$ cat config.mk
export PLATFORM = sky130hd
export DESIGN_NAME = vp_frame_ctrl_flat
export DESIGN_NICKNAME = d
export VERILOG_FILES = /design/src/rtl/vp_pkg.sv /design/src/rtl/vp_frame_ctrl_if.sv /design/src/rtl/vp_edge_det.sv /design/src/rtl/vp_frame_ctrl.sv /design/src/flat_wrapper.sv
export SDC_FILE = /design/constraint.sdc
export NUM_CORES = 1
export LEC_CHECK = 0
export CORE_ASPECT_RATIO = 0.6
export CORE_MARGIN = 1
export CORE_UTILIZATION = 50
export CTS_CLUSTER_SIZE = 40
export DETAILED_ROUTE_END_ITERATION = 6
export GPL_ROUTABILITY_DRIVEN = 0
export MAX_ROUTING_LAYER = met4
export PLACE_DENSITY_LB_ADDON = 0.15
export SLEW_MARGIN = 20
export SYNTH_ARGS = -nofsm -noshare
export SYNTH_HDL_FRONTEND = slang
export SYNTH_SLANG_ARGS = --single-unit
$ cat constraint.sdc
create_clock -name clk -period 2.2 [get_ports clk]
set_input_delay 0.44 -clock clk [delete_from_list [all_inputs] [get_ports clk]]
set_output_delay 0.44 -clock clk [all_outputs]
set_load 0.02 [all_outputs]
$ cat src/rtl/vp_pkg.sv
// Shared encodings for the VP colour-conversion frame controller.
// Holds the mode and state types plus the default frame geometry.
package vp_pkg;

    typedef enum logic [1:0] {
        MODE_BYPASS = 2'd0,
        MODE_GREY   = 2'd1,
        MODE_YCBCR  = 2'd2
    } mode_t;

    typedef enum logic [1:0] {
        ST_IDLE    = 2'd0,
        ST_WAIT_VS = 2'd1,
        ST_ACTIVE  = 2'd2
    } state_t;

    localparam int DEF_EXP_W = 640;
    localparam int DEF_EXP_H = 480;

    // The reserved encoding 3 folds onto bypass so the path mux never sees it.
    function automatic mode_t sanitize_mode(input logic [1:0] req);
        mode_t m;
        case (req)
            2'd1:    m = MODE_GREY;
            2'd2:    m = MODE_YCBCR;
            default: m = MODE_BYPASS;
        endcase
        return m;
    endfunction

endpackage

$ cat src/rtl/vp_frame_ctrl_if.sv
// Bundle of video timing inputs, CPU-side configuration and per-frame status
// exchanged between the capture front end, register block and frame controller.
interface vp_frame_ctrl_if #(
    parameter int H_BITS = 12,
    parameter int V_BITS = 12
) ();

    logic              pre_frame_vsync;
    logic              pre_frame_hsync;
    logic              pre_frame_de;
    logic              cfg_en;
    logic [1:0]        cfg_mode;
    logic              cfg_wr;
    logic [1:0]        mode_active;
    logic              proc_en;
    logic              frame_done;
    logic              err_size;
    logic [H_BITS-1:0] meas_w;
    logic [V_BITS-1:0] meas_h;
    logic [15:0]       frame_cnt;

    modport master (
        output pre_frame_vsync,
        output pre_frame_hsync,
        output pre_frame_de,
        output cfg_en,
        output cfg_mode,
        output cfg_wr,
        input  mode_active,
        input  proc_en,
        input  frame_done,
        input  err_size,
        input  meas_w,
        input  meas_h,
        input  frame_cnt
    );

    modport slave (
        input  pre_frame_vsync,
        input  pre_frame_hsync,
        input  pre_frame_de,
        input  cfg_en,
        input  cfg_mode,
        input  cfg_wr,
        output mode_active,
        output proc_en,
        output frame_done,
        output err_size,
        output meas_w,
        output meas_h,
        output frame_cnt
    );

endinterface

$ cat src/rtl/vp_edge_det.sv
// Registered edge detector: the input is sampled once and compared with its
// previous value to give single-cycle rise and fall strobes.
module vp_edge_det (
    input  logic clk,
    input  logic rst_n,
    input  logic sig,
    output logic rise,
    output logic fall
);

    logic sig_d;
    logic sig_q;

    always_comb begin
        sig_d = sig;
    end

    always_ff @(posedge clk or negedge rst_n) begin
        if (!rst_n) begin
            sig_q <= 1'b0;
        end else begin
            sig_q <= sig_d;
        end
    end

    assign rise = sig & ~sig_q;
    assign fall = ~sig & sig_q;

endmodule

$ cat src/rtl/vp_frame_ctrl.sv
// Frame-level controller for the VP colour-conversion path: applies mode
// changes on frame boundaries, gates processing and measures frame geometry.
module vp_frame_ctrl
    import vp_pkg::*;
#(
    parameter int H_BITS = 12,
    parameter int V_BITS = 12,
    parameter int EXP_W  = DEF_EXP_W,
    parameter int EXP_H  = DEF_EXP_H
) (
    input  logic           clk,
    input  logic           rst_n,
    vp_frame_ctrl_if.slave vif
);

    localparam logic [H_BITS-1:0] PIX_MAX  = '1;
    localparam logic [V_BITS-1:0] LINE_MAX = '1;
    localparam logic [H_BITS-1:0] EXP_W_V  = H_BITS'(EXP_W);
    localparam logic [V_BITS-1:0] EXP_H_V  = V_BITS'(EXP_H);

    logic vs_rise;
    logic vs_fall;
    logic de_rise;
    logic de_fall;

    state_t            state_q,      state_d;
    mode_t             shadow_q,     shadow_d;
    mode_t             mode_q,       mode_d;
    logic              proc_en_q,    proc_en_d;
    logic              frame_done_q, frame_done_d;
    logic              err_size_q,   err_size_d;
    logic [H_BITS-1:0] meas_w_q,     meas_w_d;
    logic [V_BITS-1:0] meas_h_q,     meas_h_d;
    logic [15:0]       frame_cnt_q,  frame_cnt_d;
    logic [H_BITS-1:0] pix_cnt_q,    pix_cnt_d;
    logic [V_BITS-1:0] line_cnt_q,   line_cnt_d;
    logic [H_BITS-1:0] line_w_q,     line_w_d;
    logic              line_mis_q,   line_mis_d;

    logic [H_BITS-1:0] pix_nx;
    logic [V_BITS-1:0] line_cnt_nx;
    logic [H_BITS-1:0] line_w_nx;
    logic              line_mis_nx;

    // Lines are delimited by de alone; hsync is carried for completeness only.
    logic hsync_unused;
    assign hsync_unused = vif.pre_frame_hsync;

    vp_edge_det u_vs_det (
        .clk   (clk),
        .rst_n (rst_n),
        .sig   (vif.pre_frame_vsync),
        .rise  (vs_rise),
        .fall  (vs_fall)
    );

    vp_edge_det u_de_det (
        .clk   (clk),
        .rst_n (rst_n),
        .sig   (vif.pre_frame_de),
        .rise  (de_rise),
        .fall  (de_fall)
    );

    logic edge_unused;
    assign edge_unused = vs_fall | de_rise;

    // Geometry after this cycle, including a line that closes on the same
    // cycle as vs_rise, so the frame-close values see every finished line.
    always_comb begin
        pix_nx      = pix_cnt_q;
        line_cnt_nx = line_cnt_q;
        line_w_nx   = line_w_q;
        line_mis_nx = line_mis_q;

        if (vif.pre_frame_de && (pix_cnt_q != PIX_MAX)) begin
            pix_nx = pix_cnt_q + 1'b1;
        end

        if (de_fall) begin
            pix_nx = '0;
            if (line_cnt_q != LINE_MAX) begin
                line_cnt_nx = line_cnt_q + 1'b1;
            end
            if (line_cnt_q == '0) begin
                line_w_nx = pix_cnt_q;
            end else if (pix_cnt_q != line_w_q) begin
                line_mis_nx = 1'b1;
            end
        end
    end

    always_comb begin
        state_d      = state_q;
        shadow_d     = shadow_q;
        mode_d       = mode_q;
        proc_en_d    = proc_en_q;
        frame_done_d = 1'b0;
        err_size_d   = 1'b0;
        meas_w_d     = meas_w_q;
        meas_h_d     = meas_h_q;
        frame_cnt_d  = frame_cnt_q;
        pix_cnt_d    = pix_cnt_q;
        line_cnt_d   = line_cnt_q;
        line_w_d     = line_w_q;
        line_mis_d   = line_mis_q;

        if (vif.cfg_wr) begin
            shadow_d = sanitize_mode(vif.cfg_mode);
        end

        case (state_q)
            ST_IDLE: begin
                proc_en_d = 1'b0;
                if (vif.cfg_en) begin
                    state_d = ST_WAIT_VS;
                end
            end

            ST_WAIT_VS: begin
                if (!vif.cfg_en) begin
                    state_d = ST_IDLE;
                end else if (vs_rise) begin
                    state_d    = ST_ACTIVE;
                    mode_d     = shadow_q;
                    proc_en_d  = 1'b1;
                    pix_cnt_d  = '0;
                    line_cnt_d = '0;
                    line_w_d   = '0;
                    line_mis_d = 1'b0;
                end
            end

            ST_ACTIVE: begin
                pix_cnt_d  = pix_nx;
                line_cnt_d = line_cnt_nx;
                line_w_d   = line_w_nx;
                line_mis_d = line_mis_nx;

                // cfg_en is only honoured here, so a disable waits for the frame end.
                if (vs_rise) begin
                    meas_w_d     = line_w_nx;
                    meas_h_d     = line_cnt_nx;
                    frame_done_d = 1'b1;
                    err_size_d   = line_mis_nx
                                 | (line_w_nx != EXP_W_V)
                                 | (line_cnt_nx != EXP_H_V);
                    frame_cnt_d  = frame_cnt_q + 16'd1;
                    pix_cnt_d    = '0;
                    line_cnt_d   = '0;
                    line_w_d     = '0;
                    line_mis_d   = 1'b0;
                    if (vif.cfg_en) begin
                        mode_d = shadow_q;
                    end else begin
                        state_d   = ST_IDLE;
                        proc_en_d = 1'b0;
                    end
                end
            end

            default: begin
                state_d   = ST_IDLE;
                proc_en_d = 1'b0;
            end
        endcase
    end

    always_ff @(posedge clk or negedge rst_n) begin
        if (!rst_n) begin
            state_q      <= ST_IDLE;
            shadow_q     <= MODE_BYPASS;
            mode_q       <= MODE_BYPASS;
            proc_en_q    <= 1'b0;
            frame_done_q <= 1'b0;
            err_size_q   <= 1'b0;
            meas_w_q     <= '0;
            meas_h_q     <= '0;
            frame_cnt_q  <= '0;
            pix_cnt_q    <= '0;
            line_cnt_q   <= '0;
            line_w_q     <= '0;
            line_mis_q   <= 1'b0;
        end else begin
            state_q      <= state_d;
            shadow_q     <= shadow_d;
            mode_q       <= mode_d;
            proc_en_q    <= proc_en_d;
            frame_done_q <= frame_done_d;
            err_size_q   <= err_size_d;
            meas_w_q     <= meas_w_d;
            meas_h_q     <= meas_h_d;
            frame_cnt_q  <= frame_cnt_d;
            pix_cnt_q    <= pix_cnt_d;
            line_cnt_q   <= line_cnt_d;
            line_w_q     <= line_w_d;
            line_mis_q   <= line_mis_d;
        end
    end

    assign vif.mode_active = mode_q;
    assign vif.proc_en     = proc_en_q;
    assign vif.frame_done  = frame_done_q;
    assign vif.err_size    = err_size_q;
    assign vif.meas_w      = meas_w_q;
    assign vif.meas_h      = meas_h_q;
    assign vif.frame_cnt   = frame_cnt_q;

endmodule

$ cat src/flat_wrapper.sv
// flat-port wrapper written by rule: the top's interface ports become plain ports
module vp_frame_ctrl_flat import vp_pkg::*;
#(
    parameter int H_BITS = 12,
    parameter int V_BITS = 12,
    parameter int EXP_W  = DEF_EXP_W,
    parameter int EXP_H  = DEF_EXP_H
)
  (clk, rst_n, vif_pre_frame_vsync, vif_pre_frame_hsync, vif_pre_frame_de, vif_cfg_en, vif_cfg_mode, vif_cfg_wr, vif_mode_active, vif_proc_en, vif_frame_done, vif_err_size, vif_meas_w, vif_meas_h, vif_frame_cnt);
  vp_frame_ctrl_if #(.H_BITS(H_BITS), .V_BITS(V_BITS)) vif_i ();
  input  logic clk;
  input  logic rst_n;
  input wire logic [$bits(vif_i.pre_frame_vsync)-1:0] vif_pre_frame_vsync;
  input wire logic [$bits(vif_i.pre_frame_hsync)-1:0] vif_pre_frame_hsync;
  input wire logic [$bits(vif_i.pre_frame_de)-1:0] vif_pre_frame_de;
  input wire logic [$bits(vif_i.cfg_en)-1:0] vif_cfg_en;
  input wire logic [$bits(vif_i.cfg_mode)-1:0] vif_cfg_mode;
  input wire logic [$bits(vif_i.cfg_wr)-1:0] vif_cfg_wr;
  output wire logic [$bits(vif_i.mode_active)-1:0] vif_mode_active;
  output wire logic [$bits(vif_i.proc_en)-1:0] vif_proc_en;
  output wire logic [$bits(vif_i.frame_done)-1:0] vif_frame_done;
  output wire logic [$bits(vif_i.err_size)-1:0] vif_err_size;
  output wire logic [$bits(vif_i.meas_w)-1:0] vif_meas_w;
  output wire logic [$bits(vif_i.meas_h)-1:0] vif_meas_h;
  output wire logic [$bits(vif_i.frame_cnt)-1:0] vif_frame_cnt;
  assign vif_i.pre_frame_vsync = vif_pre_frame_vsync;
  assign vif_i.pre_frame_hsync = vif_pre_frame_hsync;
  assign vif_i.pre_frame_de = vif_pre_frame_de;
  assign vif_i.cfg_en = vif_cfg_en;
  assign vif_i.cfg_mode = vif_cfg_mode;
  assign vif_i.cfg_wr = vif_cfg_wr;
  assign vif_mode_active = vif_i.mode_active;
  assign vif_proc_en = vif_i.proc_en;
  assign vif_frame_done = vif_i.frame_done;
  assign vif_err_size = vif_i.err_size;
  assign vif_meas_w = vif_i.meas_w;
  assign vif_meas_h = vif_i.meas_h;
  assign vif_frame_cnt = vif_i.frame_cnt;
  vp_frame_ctrl #(.H_BITS(H_BITS), .V_BITS(V_BITS), .EXP_W(EXP_W), .EXP_H(EXP_H)) u_core (.clk(clk), .rst_n(rst_n), .vif(vif_i));
endmodule
==> results_dict.tcl, run 1 <==
set metrics [dict create \
    tightest_slew_ns 0.418 \
    cts_hold_buf 0 \
    antenna_found_initial 0 \
    arrival_ns 2.35 \
    power.leakage_nw 2.59 \
    grt_first_pass_wirelength_mm 18.0 \
    ys_seq_elements 88 \
    slew-limit-headroom_pct 72.1 \
    dpl_cell_area_um2 5460 \
    clkLatencyLatePin_ns 0.35 \
    die_y_um 75.4 \
    syn2layout_area_growth_pct 30.1 \
    ir_drop_uv 603 \
    cts_htree_levels 3 \
    synth.avg_cell_area_um2 9.66 \
    dr.first_iter.drc_count 275 \
    drc 0 \
    critPathMaxFanout 5 \
    cp-start-kind "input port" \
    gr-total-overflow 0 \
    vias_per_cell 5.75 \
    netlist_top_cells_area "dfrtp_1 (49%), o21ai_0 (5.3%), xnor2_1 (5.1%)" \
    synth_warnings 0 \
    netlist_area_um2 4490 \
    cp-startpoint "vif_pre_frame_de" \
    yosysTopAreaCellShare_pct 49.0 \
    period_share_pct 96.4 \
    synthesis.instances 465 \
    stdcell_area_um2 5840 \
    cts_buffers 9 \
    grt_pass1_vias 3442 \
    grt_max_degree 62 \
    clk_pin_slew_ns 0.07 \
    drtAntennaViolNets 0 \
    die-area_um2 9380 \
    crit_path_end_kind "register" \
    grt.total_usage_pct 26.0 \
    worst_hold_slack_ns 0.00962 \
    synth_most_common_cell "dfrtp_1" \
    synthArstFlopShare_pct 100 \
    max_freq_mhz 472 \
    routed_wl_mm 11.3 \
    fin_cells 673 \
    min_period_ns 2.12 \
    rows 26 \
    hold_viol_final 0 \
    clockBufferDepth 2 \
    hold_class "input port to async pin" \
    place_ws_ns -0.360 \
    cts_tree "built" \
    root_buffer "clkbuf_16" \
    synth_top_flop_cell "dfrtp_1" \
    io_pins 54 \
    die_width_um 124 \
    finalSetupViolations 0 \
    drive_above_1_share_pct 17.3 \
    synthTopCellsByCount "dfrtp_1 (88), nand2_1 (50), o21ai_0 (48)" \
    synth_nets 481 \
    first_pass_iters 5 \
    synth-edff-count 0 \
    timing.final.ws_setup_ns 0.0799 \
    yosysTopAreaCell "dfrtp_1" \
    ys_seq_area_share_pct 49.0 \
    io_buffer_count 52 \
    ys_types 55 \
    path_class "input port to register" \
    dp_cells 656 \
    route.vias.total 3871 \
    worstPathRequired_ns 2.43 \
    diodes 0 \
    skew_ns 0.00728 \
    slew_violations 0 \
    dpl.hpwl_mm 8.08 \
    coreArea_um2 8620 \
    r2r-start "u_core.line_cnt_q[1]" \
    status "finished clean" \
    maxCapViolCount 0 \
    power_density_nw_per_um2 751 \
    start_util_pct 52.1 \
    wl_per_cell_um 16.8 \
    clock-sinks 88 \
    fin_nets 572 \
    final_core_util_pct 67.8 \
]
## sequential cells by signal, indices dropped and copies added, names as in the netlist
name	cells
u_core.line_cnt_q	12
u_core.line_mis_q	1
u_core.line_w_q	12
u_core.pix_cnt_q	12
u_core.shadow_q	2
u_core.state_q	2
u_core.u_de_det.sig_q	1
u_core.u_vs_det.sig_q	1
u_core.vif.err_size	1
u_core.vif.frame_cnt	16
u_core.vif.frame_done	1
u_core.vif.meas_h	12
u_core.vif.meas_w	12
u_core.vif.mode_active	2
u_core.vif.proc_en	1
## metal layers
metal / vias up / global-route usage, % / part of all wire (%)
li1: 1839 / - / -
met1: 1862 / 37.4 / 51
met2: 152 / 35.6 / 41
met3: 18 / 5.90 / 6.3
met4: 0 / 9.77 / 1.4
met5: - / - / 0
## cell type report
| class | instances | area, µm² |
|---|---|---|
| fillers | 672 | 2780 |
| flip-flops and latches | 88 | 2200 |
| multi-input cells | 333 | 2190 |
| repair buffers | 109 | 958 |
| clock buffers | 10 | 229 |
| well taps | 112 | 140 |
| clock inverters | 6 | 67.6 |
| inverters | 15 | 56.3 |
## cell usage in the layout (no fill, tap or decap), types with 5 or more instances in the layout
cell type	count
a21oi_1	17
a22o_1	12
and3_1	8
buf_4	57
clkbuf_16	9
clkdlybuf4s50_1	51
dfrtp_1	88
inv_1	14
mux2i_1	13
nand2_1	50
nand3_1	19
nand3b_1	5
nand4_1	16
nor2_1	35
nor3_1	6
o21ai_0	47
xnor2_1	26
xor2_1	12
## cell families (layout without fill, tap and decap cells)
logic type	Yosys count	count (layout)	synth area share, %
flops	88	88	49.0
buf+inv	44	140	4.04
simple gates	171	171	19.6
mux	15	15	3.40
compound gates	102	102	14.5
xor+xnor	38	38	7.41
fa+ha+maj	7	7	1.95
## through the flow
step	power (mW)	setup TNS, ns
after floorplan	2.38	0
after global placement	2.79	-0.976
after detailed placement	2.82	-2.10
after CTS	4.38	0
after global routing	4.59	-0.0178
final	4.39	0
## where the power goes
group,switching (mW),internal (mW),total [mW]
Sequential,0.0718,1.71,1.78
Clock,0.649,0.884,1.53
Combinational,0.604,0.467,1.07
## worst max-delay path, stage by stage
cell and delay (ns):
clkdlybuf4s50_1 0.47, nand2b_2 0.25, or2_4 0.32, nor4_4 0.34, o221ai_2 0.17, nor4_2 0.28, nor2_1 0.07
## path summary, 6_finish.rpt
path / to / slack, ns / cells past startpoint
max in group asynchronous: u_core.pix_cnt_q[5] / 1.54 / 2
setup / recovery: u_core.vif.err_size / 0.08 / 7
setup reg to reg: u_core.vif.err_size / 0.10 / 8
min in group clk: u_core.vif.meas_h[5] / 0.48 / 2
hold reg to reg: u_core.vif.meas_h[5] / 0.48 / 2
hold / removal: u_core.vif.meas_h[5] / 0.01 / 1
## timing repair
item,in CTS,in global routing
setup buffers,0,1
endpoints found under the setup margin,1,6
gates cloned,0,0
pin swaps,0,3
gates resized for setup,2,16
No activity file was read; power rests on OpenSTA's default activity.
==> run 2, diff against run 1 <==
Settings changed: CELL_PAD_IN_SITES_DETAIL_PLACEMENT set to 0, CELL_PAD_IN_SITES_GLOBAL_PLACEMENT set to 1, CORE_UTILIZATION 50 to 39, PLACE_DENSITY_LB_ADDON 0.15 to 0.1.
==> results_dict.tcl, run 2 (same netlist as run 1, synthesis figures left out) <==
set metrics [dict create \
    io_pins 54 \
    arrival_ns 2.37 \
    fin_nets 580 \
    slew_violations 0 \
    slowest_stage "dfrtp_1" \
    dr.first_iter.drc_count 219 \
    cp-start-kind "register" \
    die_y_um 85.1 \
    cts_htree_levels 3 \
    syn2layout_area_growth_pct 32.1 \
    critPathMaxFanout 10 \
    cts_hold_buf 0 \
    finalSetupViolations 0 \
    drtAntennaViolNets 0 \
    dpl_cell_area_um2 5570 \
    grt_first_pass_wirelength_mm 19.2 \
    layout.cells.most_common_list "dfrtp_1 (88), buf_4 (65), clkdlybuf4s50_1 (51), nand2_1 (50), o21ai_0 (46)" \
    routed_wl_mm 11.6 \
    first_pass_iters 5 \
    maxCapViolCount 0 \
    dpl.hpwl_mm 8.62 \
    clk_pin_slew_ns 0.07 \
    critical_path.max_stage_delay_ns 0.40 \
    crit_path_end_kind "register" \
    route.vias.total 3808 \
    tightest_slew_ns 0.417 \
    status "finished clean" \
    grt_max_degree 36 \
    cts_tree "built" \
    rr_endpoint "u_core.vif.err_size" \
    antenna_found_initial 0 \
    vias_per_cell 5.38 \
    wl_per_cell_um 16.4 \
    clkLatencyLatePin_ns 0.34 \
    power_mw 4.42 \
    grt_pass1_vias 3628 \
    ir_drop_uv 618 \
    skew_ns 0.00630 \
    multi_input_area_um2 2180 \
    slew-limit-headroom_pct 72.2 \
    rsz0062_at_grt "false" \
    coreArea_um2 10900 \
    layout.cells.most_common "dfrtp_1" \
    power_density_nw_per_um2 744 \
    min_period_ns 2.15 \
    hold_class "input port to async pin" \
    rows 29 \
    crit_chain "buf_4 -> and4_1 -> and4_2 -> o31a_1 -> o221ai_2 -> nor4_2 -> nor2_1" \
    die_width_um 141 \
    die-area_um2 12000 \
    clock-sinks 88 \
    start_util_pct 41.3 \
    r2r-start "u_core.line_cnt_q[4]" \
    place_ws_ns -0.307 \
    worst-r2r-cell-count 7 \
    diodes 0 \
    stdcell_area_um2 5940 \
    max_freq_mhz 466 \
    clockBufferDepth 2 \
    path_class "register to register" \
    root_buffer "clkbuf_16" \
    largest_reg_flops 16 \
    gr-total-overflow 0 \
    io_buffer_count 52 \
    cts_buffers 9 \
    regArea_um2 2200 \
    grt.total_usage_pct 21.9 \
    hold_viol_final 0 \
    power.leakage_nw 2.64 \
    rrSetupSlack_ns 0.05 \
    period_share_pct 97.6 \
    drive_above_1_share_pct 18.3 \
    timing.final.ws_setup_ns 0.0527 \
    worstPathRequired_ns 2.42 \
    cts_setup_buffers 0 \
    fillers 959 \
    drc 0 \
]
==> run 2: cell count changes in the layout (fill, tap and decap cells not counted), sizes merged <==
cell | previous run | this run
buf | 58 | 66
clkbuf | 10 | 9
clkinv | 2 | 3
clkinvlp | 2 | 1
inv | 16 | 17
==> run 2: worst max-delay path by stage <==
stage | from | endpoint | slack, ns | cells after the start
5_1_grt | u_core.line_cnt_q[4] | u_core.vif.err_size | 0.02 | 7
6_report | u_core.line_cnt_q[4] | u_core.vif.err_size | 0.05 | 7
3_5_place_dp | vif_pre_frame_de | u_core.vif.err_size | -0.31 | 7
3_3_place_gp | vif_pre_frame_de | u_core.vif.err_size | -0.26 | 7
2_1_floorplan | u_core.line_cnt_q[0] | u_core.vif.err_size | 0.01 | 8
4_1_cts | u_core.line_cnt_q[0] | u_core.vif.err_size | 0.03 | 8
==> run 2: power by group <==
group	internal, mW	switching [mW]
Sequential	1.71	0.0646
Combinational	0.481	0.599
Clock	0.890	0.672
==> run 2: timing repair <==
item	4_1_cts	5_1_grt
endpoints found under the hold margin	0	0
resized for setup	1	14
pin swaps	0	3
endpoints found under the setup margin	1	1
==> run 2: area by class of cell <==
class,count,share of cell area [%]
Sequential cell,88,37.1
Clock inverter,7,1.31
Timing Repair Buffer,117,17.2
Multi-Input combinational cell,333,36.8
Inverter,15,0.949
Tap cell,139,2.93
Clock buffer,9,3.79
==> run 2: per-layer routing <==
layer	GRT usage, %	vias up	part of all wire (%)
li1	-	1859	-
met1	33.3	1844	55
met2	28.8	96	39
met3	4.68	9	4.9
met4	6.03	0	1.0
met5	-	-	0
==> run 2: critical path: cells and delay by family, from the launching register on <==
kind | cells | cell delay [ns]
compound gates | 2 | 0.34
buf+inv | 1 | 0.19
flops | 1 | 0.40
simple gates | 4 | 1.10
==> run 2: metrics by stage <==
| stage | std cells | setup TNS, ns | utilization [%] | hold slack (ns) |
|---|---|---|---|---|
| after floorplan | 465 | 0 | - | 0.144 |
| after global placement | 692 | -0.939 | 51.1 | 0.380 |
| after detailed placement | 692 | -1.35 | 51.1 | 0.389 |
| after CTS | 708 | 0 | 54.0 | 0.0119 |
| after global routing | 708 | 0 | 54.5 | 0.0169 |
| final | 708 | 0 | 54.5 | 0.00540 |
==> run 3, diff against run 2 <==
Settings changed: ABC_AREA set to 1, CORE_UTILIZATION 39 to 38.
==> results_dict.tcl, run 3 <==
set metrics [dict create \
    maxCapViolCount 0 \
    critPathMaxFanout 7 \
    die-area_um2 12600 \
    cts_tree "built" \
    cpLargestDelayFamily "simple AND/OR/NAND/NOR gates" \
    layout.cells.most_common "nand2_1" \
    setup_tns_ns 0 \
    largest_reg_flops 16 \
    rrSetupSlack_ns 0.15 \
    netlist_area_um2 4610 \
    ys_types 39 \
    coreArea_um2 11600 \
    synthesis.instances 561 \
    slew-limit-headroom_pct 63.3 \
    route.vias.total 4077 \
    synthArstFlopShare_pct 100 \
    drtAntennaViolNets 0 \
    crit_path_end_kind "register" \
    finalSetupViolations 0 \
    ys_seq_area_share_pct 47.8 \
    hold_viol_final 0 \
    rows 30 \
    grt_max_degree 49 \
    cts_hold_buf 0 \
    crit_chain "ha_1 -> nand4_1 -> nor2_2 -> nand3_1 -> nand3_1 -> nand2_2 -> nand4_1 -> o21ai_0 -> a21oi_1" \
    slew_violations 0 \
    drc 0 \
    routed_wl_mm 12.4 \
    crit_buf_inv 0 \
    synth_most_common_cell "nand2_1" \
    start_util_pct 39.8 \
    ir_drop_uv 654 \
    dpl.hpwl_mm 9.27 \
    wl_per_cell_um 15.0 \
    syn2layout_area_growth_pct 29.0 \
    synth_top_flop_cell "dfrtp_1" \
    fin_nets 677 \
    yosysTopAreaCellShare_pct 47.8 \
    die_width_um 144 \
    clkLatencyLatePin_ns 0.34 \
    cts_resized 0 \
    io_pins 54 \
    status "finished clean" \
    power.leakage_nw 2.83 \
    synth_warnings 0 \
    arrival_ns 2.30 \
    dr.first_iter.drc_count 259 \
    skew_ns 0.00786 \
    vias_per_cell 4.94 \
    grt_pass1_vias 3866 \
    clock-sinks 88 \
    hold_class "input port to async pin" \
    clockBufferDepth 2 \
    io_buffer_count 52 \
    drive_above_1_share_pct 16.1 \
    cp-start-kind "register" \
    gr-total-overflow 0 \
    critical_path.max_stage_delay_ns 0.41 \
    power_density_nw_per_um2 1130 \
    r2r-start "u_core.pix_cnt_q[1]" \
    synth.avg_cell_area_um2 8.21 \
    diodes 0 \
    first_pass_iters 5 \
    cts_buffers 9 \
    cts_setup_buffers 0 \
    slowest_stage "dfrtp_1" \
    netlist_top_cells_area "dfrtp_1 (48%), nand2_1 (12%), inv_1 (5.4%)" \
    layout.cells.most_common_list "nand2_1 (148), dfrtp_1 (88), inv_1 (65), buf_4 (52), clkdlybuf4s50_1 (51)" \
    yosysTopAreaCell "dfrtp_1" \
    worst_hold_slack_ns 0.0712 \
    tightest_slew_ns 0.550 \
    grt_first_pass_wirelength_mm 20.3 \
    synth-edff-count 0 \
    worstPathRequired_ns 2.45 \
    period_share_pct 93.4 \
    grt.total_usage_pct 22.1 \
    root_buffer "clkbuf_16" \
    die_y_um 87.3 \
    cp-startpoint "u_core.pix_cnt_q[1]" \
    path_class "register to register" \
    max_freq_mhz 487 \
    cts_htree_levels 3 \
    ys_seq_elements 88 \
    clk_pin_slew_ns 0.07 \
    rsz0062_at_grt "false" \
    antenna_found_initial 0 \
    synth_nets 577 \
    synthTopCellsByCount "nand2_1 (148), dfrtp_1 (88), inv_1 (66)" \
    min_period_ns 2.05 \
]
-- run 3: layout make-up --
class                           instances  area [µm²]
Sequential cell                        88        2200
Clock inverter                          5        38.8
Clock buffer                           10         239
Timing Repair Buffer                  105         941
Fill cell                            1166        5620
Inverter                               75         282
Tap cell                              160         200
Multi-Input combinational cell        382        2040
-- run 3: worst paths after layout --
check,depth (start not counted),endpoint
max in group asynchronous,2,u_core.vif.meas_w[10]
worst max-delay path,9,u_core.pix_cnt_q[5]
worst min register to register,1,u_core.vif.frame_cnt[15]
worst min-delay path,1,u_core.state_q[1]
worst max register to register,9,u_core.pix_cnt_q[5]
min in group clk,1,u_core.vif.frame_cnt[15]
-- run 3: cells by family after synthesis --
kind of cell             Yosys count  share of synthesized area (%)
AND/OR/NAND/NOR                  261                           26.9
XOR/XNOR                          22                           4.18
AO/OA/AOI/OAI                     92                           11.2
flip-flops                        88                           47.8
adder cells (fa/ha/maj)            7                           1.90
buffers and inverters             91                           7.98
-- run 3: power breakdown --
group	internal (mW)	switching (mW)
logic	1.24	1.78
registers	1.96	0.231
clock network	0.801	0.670
-- run 3: metrics by stage --
step	setup slack [ns]	area [µm²]	utilization [%]	power [mW]	std cells
detailed placement	-0.0617	5660	49.0	5.20	810
finish	0.146	5940	51.4	6.69	825
global route	0.00926	5940	51.4	7.12	825
CTS	0.182	5940	51.4	6.71	825
global placement	-0.0401	5660	49.0	5.18	810
floorplan	0.454	4610	-	3.86	561
-- run 3: per-layer routing --
metal  vias to the layer above  GRT usage, %  routed length, µm
met1                      1940          32.5               6640
met2                        94          28.8               4790
li1                       2033             -                  -
met3                        10          6.38                816
met5                         -             -                  0
met4                         0          5.74                112
